### config.mk
export PLATFORM = sky130hd
export DESIGN_NAME = ulpi_rx_packetizer
export DESIGN_NICKNAME = d
export VERILOG_FILES = /design/src/rtl/ulpi_rx_packetizer.sv
export SDC_FILE = /design/constraint.sdc
export NUM_CORES = 1
export LEC_CHECK = 0
export ABC_AREA = 0
export BUFFER_PORTS_ARGS = -buffer_cell sky130_fd_sc_hd__buf_2
export CAP_MARGIN = 15
export CORE_MARGIN = 5
export CORE_UTILIZATION = 30
export DETAILED_ROUTE_END_ITERATION = 6
export HOLD_SLACK_MARGIN = 0.03
export RECOVER_POWER = 100
export SETUP_SLACK_MARGIN = 0.3
export SKIP_LAST_GASP = 1
export SLEW_MARGIN = 30
export SYNTH_ARGS = -nofsm -noshare
export SYNTH_HDL_FRONTEND = slang
export SYNTH_SLANG_ARGS = --single-unit
### constraint.sdc
create_clock -name clk -period 5.8 [get_ports clk]
set_clock_uncertainty 0.05 [all_clocks]
set_input_delay 1.16 -clock clk [delete_from_list [all_inputs] [get_ports clk]]
set_output_delay 1.16 -clock clk [all_outputs]
set_load 0.01 [all_outputs]
### src/rtl/ulpi_rx_packetizer.sv
// rtl/ulpi_rx_packetizer.sv - ULPI receive-side USB packet framer and PID/length/CRC checker
module ulpi_rx_packetizer #(
    parameter int MAX_LEN = 1027,
    parameter int LEN_W   = 11
) (
    input  logic             clk,
    input  logic             reset_n,
    input  logic [7:0]       data,
    input  logic             data_valid,
    input  logic [7:0]       rx_cmd,
    output logic [7:0]       pkt_data,
    output logic             pkt_valid,
    output logic             pkt_first,
    output logic             pkt_eop,
    output logic [2:0]       pkt_status,
    output logic [3:0]       pkt_pid,
    output logic [LEN_W-1:0] pkt_len
);
    localparam logic [LEN_W-1:0] LEN_MAX = LEN_W'(MAX_LEN);
    localparam logic [LEN_W-1:0] LEN_SAT = LEN_W'(MAX_LEN + 1);

    localparam logic [2:0] ST_OK    = 3'd0;
    localparam logic [2:0] ST_PID   = 3'd1;
    localparam logic [2:0] ST_CRC   = 3'd2;
    localparam logic [2:0] ST_RXERR = 3'd3;
    localparam logic [2:0] ST_EMPTY = 3'd4;
    localparam logic [2:0] ST_LEN   = 3'd5;
    localparam logic [2:0] ST_LONG  = 3'd6;

    typedef enum logic [1:0] {S_IDLE, S_PID, S_BODY, S_END} state_t;
    state_t state, state_nx;

    logic             rx_active, rx_err, rx_active_q;
    logic [7:0]       pid;
    logic [LEN_W-1:0] cnt;
    logic             err_seen;
    logic [4:0]       crc5, crc5_nx;
    logic [15:0]      crc16, crc16_nx;
    logic             in_pkt, fwd;
    logic             len_ok, crc_ok;
    logic [2:0]       status_nx;
    logic             rx_cmd_unused;

    assign rx_active     = (rx_cmd[5:4] == 2'b01) || (rx_cmd[5:4] == 2'b11);
    assign rx_err        = (rx_cmd[5:4] == 2'b11);
    assign rx_cmd_unused = ^{rx_cmd[7:6], rx_cmd[3:0]};

    assign in_pkt = (state == S_PID) || (state == S_BODY);
    assign fwd    = in_pkt && data_valid && (cnt < LEN_MAX);

    // Both CRCs run over every byte after the PID; the PID class picks which one matters.
    always_comb begin
        crc5_nx  = crc5;
        crc16_nx = crc16;
        for (int i = 0; i < 8; i++) begin
            crc5_nx  = (crc5_nx[0] ^ data[i])  ? ((crc5_nx >> 1) ^ 5'h14)     : (crc5_nx >> 1);
            crc16_nx = (crc16_nx[0] ^ data[i]) ? ((crc16_nx >> 1) ^ 16'hA001) : (crc16_nx >> 1);
        end
    end

    always_comb begin
        state_nx = state;
        case (state)
            S_IDLE:  if (rx_active && !rx_active_q) state_nx = S_PID;
            S_PID:   if (!rx_active) state_nx = S_END;
                     else if (data_valid) state_nx = S_BODY;
            S_BODY:  if (!rx_active) state_nx = S_END;
            S_END:   state_nx = S_IDLE;
            default: state_nx = S_IDLE;
        endcase
    end

    always_comb begin
        len_ok = 1'b1;
        crc_ok = 1'b1;
        case (pid[3:0])
            4'h1, 4'h9, 4'h5, 4'hD, 4'h4: begin
                len_ok = (cnt == LEN_W'(3));
                crc_ok = (crc5 == 5'h06);
            end
            4'h3, 4'hB, 4'h7, 4'hF: begin
                len_ok = (cnt >= LEN_W'(3));
                crc_ok = (crc16 == 16'hB001);
            end
            4'h2, 4'hA, 4'hE, 4'h6: len_ok = (cnt == LEN_W'(1));
            default: ;
        endcase

        if (err_seen)                        status_nx = ST_RXERR;
        else if (cnt == '0)                  status_nx = ST_EMPTY;
        else if (pid[7:4] != ~pid[3:0])      status_nx = ST_PID;
        else if (cnt > LEN_MAX)              status_nx = ST_LONG;
        else if (!len_ok)                    status_nx = ST_LEN;
        else if (!crc_ok)                    status_nx = ST_CRC;
        else                                 status_nx = ST_OK;
    end

    always_ff @(posedge clk or negedge reset_n) begin
        if (!reset_n) state <= S_IDLE;
        else          state <= state_nx;
    end

    always_ff @(posedge clk or negedge reset_n) begin
        if (!reset_n) begin
            rx_active_q <= 1'b0;
            pid         <= '0;
            cnt         <= '0;
            err_seen    <= 1'b0;
            crc5        <= 5'h1F;
            crc16       <= 16'hFFFF;
            pkt_data    <= '0;
            pkt_valid   <= 1'b0;
            pkt_first   <= 1'b0;
            pkt_eop     <= 1'b0;
            pkt_status  <= '0;
            pkt_pid     <= '0;
            pkt_len     <= '0;
        end else begin
            rx_active_q <= rx_active;
            if (state == S_IDLE) begin
                pid      <= '0;
                cnt      <= '0;
                err_seen <= 1'b0;
                crc5     <= 5'h1F;
                crc16    <= 16'hFFFF;
            end
            if (in_pkt && rx_err) err_seen <= 1'b1;
            if (in_pkt && data_valid) begin
                if (cnt != LEN_SAT) cnt <= cnt + 1'b1;
                if (state == S_PID) begin
                    pid <= data;
                end else begin
                    crc5  <= crc5_nx;
                    crc16 <= crc16_nx;
                end
            end

            pkt_valid <= fwd;
            pkt_first <= fwd && (state == S_PID);
            if (fwd) pkt_data <= data;

            // Registered so the strobe always lands after the final forwarded byte.
            pkt_eop <= (state == S_END);
            if (state == S_END) begin
                pkt_status <= status_nx;
                pkt_pid    <= (cnt == '0) ? 4'h0 : pid[3:0];
                pkt_len    <= cnt;
            end
        end
    end
endmodule

==> results.yml <==
cells_and_area:
  syn_to_final_growth_pct: 15.6
  drive_above_1_share_pct: 17.2
  final_common_cell: "dfrtp_1"
  final_cell_mix: "dfrtp_1 (52), nand2_1 (36), clkbuf_1 (36)"
  final_nets: 416
  diodes: 0
  instances_no_fill: 563
power_and_ir_drop:
  p_total_uw: 2460
  p_per_area_nw_per_um2: 575
  leakagePower_uw: 0.00185
  ir_drop_uv: 235
placed_design:
  io_buffers: 41
  dpl.hpwl_um: 5730
  post-place-cells: 547
  gp_congestion: 0.836
  dp_slack_ns: 2.79
timing:
  max_slew_margin_pct: 24.7
  holdWs_ns: 0.407
  setup_ws_ns: 2.62
  tightest_slew_ns: 1.13
  drv_slew: 0
  setup_tns_ns: 0
  fin_crit_sh_pct: 54.9
  hold_viol_final: 0
  fin_crit_ns: 3.18
  rsz0062_at_grt: "false"
  setup_viol: 0
  fmax_mhz: 314
floorplan:
  die_h_um: 121
  dieArea_um2: 14700
  die_w_um: 121
  ioPinCount: 48
  core_um2: 12100
  initial_utilization_pct: 30.7
  rows: 40
global_routing:
  grt_pass1_vias: 2712
  grt_start_max_net_pins: 74
  grt_pass1_wl_um: 13900
  gr-total-overflow: 0
  track_usage_pct: 12.0
  antenna_found_initial: 0
clock_tree:
  cts_setup_buffers: 0
  holdBufCountCts: 0
  cts_tree: "yes"
  cts_buffer_depth: 2
  numCtsBuffers: 9
  htreeDepth: 3
  cts.repair.resized: 0
  cts-root-buf: "clkbuf_16"
  cts_sinks: 73
  clock_latency_ns: 0.34
  clk_pin_slew_ns: 0.06
route:
  wl_per_cell_um: 14.6
  antenna_left: 0
  vias_per_cell: 4.72
  wirelength_um: 8240
  drt_first_pass_iters: 4
  drc: 0
  vias: 2659
  drtIter0Drc: 159
logic_synthesis:
  synth_area_um2: 3700
  ys.flop_type: "dfrtp_1"
  synth_cell_type_count: 45
  ys_seq_area_share_pct: 50.1
  syn_inst: 350
  ys_seq_elements: 73
  synth-edff-count: 0
  synthesis.nets: 376
  synth.avg_cell_area_um2: 10.6
  yosysWarningCount: 0
  async_flop_share_pct: 100
critical_path:
  path_max_fanout: 19
  cp.required_ns: 5.98
  path_class: "flop to flop"
  endpoint_kind: "flop"
  start_kind: "flop"
  arrival_ns: 3.36
  r2r_start: "cnt[5]$_DFF_PN0_"
  crit_start: "cnt[5]$_DFF_PN0_"
run:
  max_cap_viol_count: 0
run_status:
  status: "finished, final reports clean"
hold_path:
  hold_start: "crc16[11]$_DFF_PN1_"
  min_path_type: "flop to flop"
critical path, stage by stage (launching register included):
cell and delay, ns:
dfrtp_1 0.43, or4_1 0.59, or4_1 0.46, o21bai_1 0.91, and2b_1 0.39, o21ai_0 0.15, o31ai_1 0.09
cell families after synthesis:
| family | after synthesis | share of synthesized area (%) |
|---|---|---|
| simple gates | 112 | 15.9 |
| flops | 73 | 50.1 |
| compound gates | 69 | 10.9 |
| xor+xnor | 43 | 11.7 |
| buf+inv | 25 | 2.67 |
| mux | 21 | 6.39 |
| fa+ha+maj | 7 | 2.37 |
metrics by stage:
step	util [%]	instance area, um2
after floorplan	-	3700
after global placement	33.8	4080
after detailed placement	33.8	4080
after CTS	35.9	4340
after global routing	35.5	4280
final	35.5	4280
metal layers:
metal	wire (um)	global-route usage, %	up-vias
met3	380	3.64	10
met5	0	0	-
met4	118	3.82	0
met2	3910	19.6	60
li1	-	-	1297
met1	3830	15.3	1292
cell usage after synthesis (3+ instances only):
master,number,area (um2)
o31ai_1,5,37.5
nor4b_1,3,26.3
nand2_1,36,135
inv_1,10,37.5
nor2_1,16,60.1
nand3_1,8,40.0
nor3_1,12,60.1
mux2_2,21,236
o21ai_0,33,165
clkbuf_1,12,45.0
and3_1,6,37.5
xor2_1,11,96.3
xnor2_1,28,245
dfstp_2,21,552
nor2b_1,3,18.8
xnor3_1,3,67.6
ha_1,7,87.6
nand3b_1,11,82.6
a22o_1,4,35.0
a21oi_1,17,85.1
dfrtp_1,52,1300
nand2b_1,3,18.8
path summary, 6_finish.rpt:
path	endpoint	slack, ns	cells past startpoint
max in group asynchronous	pkt_data[1]$_DFFE_PN0P_	4.36	2
min reg2reg	crc16[3]$_DFF_PN1_	0.41	2
min	crc16[3]$_DFF_PN1_	0.41	2
min in group asynchronous	pkt_len[9]$_DFFE_PN0P_	0.89	2
max	cnt[10]$_DFF_PN0_	2.62	6
max reg2reg	cnt[10]$_DFF_PN0_	2.62	6
registers in the layout (all words and copies together), names as in the netlist:
register / cells
err_seen: 1
pkt_len: 11
state: 2
pkt_valid: 1
rx_active_q: 1
cnt: 11
crc16: 16
pkt_eop: 1
pkt_first: 1
pkt_data: 8
pkt_pid: 4
crc5: 5
pid: 8
pkt_status: 3
final cells by class:
class	instances	area, um2
well taps	168	210
repair buffers	44	188
flip-flops and latches	73	1850
multi-input cells	252	1740
clock inverters	4	20.0
inverters	10	37.5
fillers	1247	7780
clock buffers	12	236
power breakdown:
| group | internal [uW] | leakage, uW | total [uW] | switching [uW] |
|---|---|---|---|---|
| registers | 740 | 0.000907 | 898 | 158 |
| logic | 494 | 0.000811 | 1080 | 585 |
| clock network | 286 | 0.000130 | 487 | 200 |
| total | 1520 | 0.00185 | 2460 | 943 |
No activity file was read; power rests on OpenSTA's default activity.
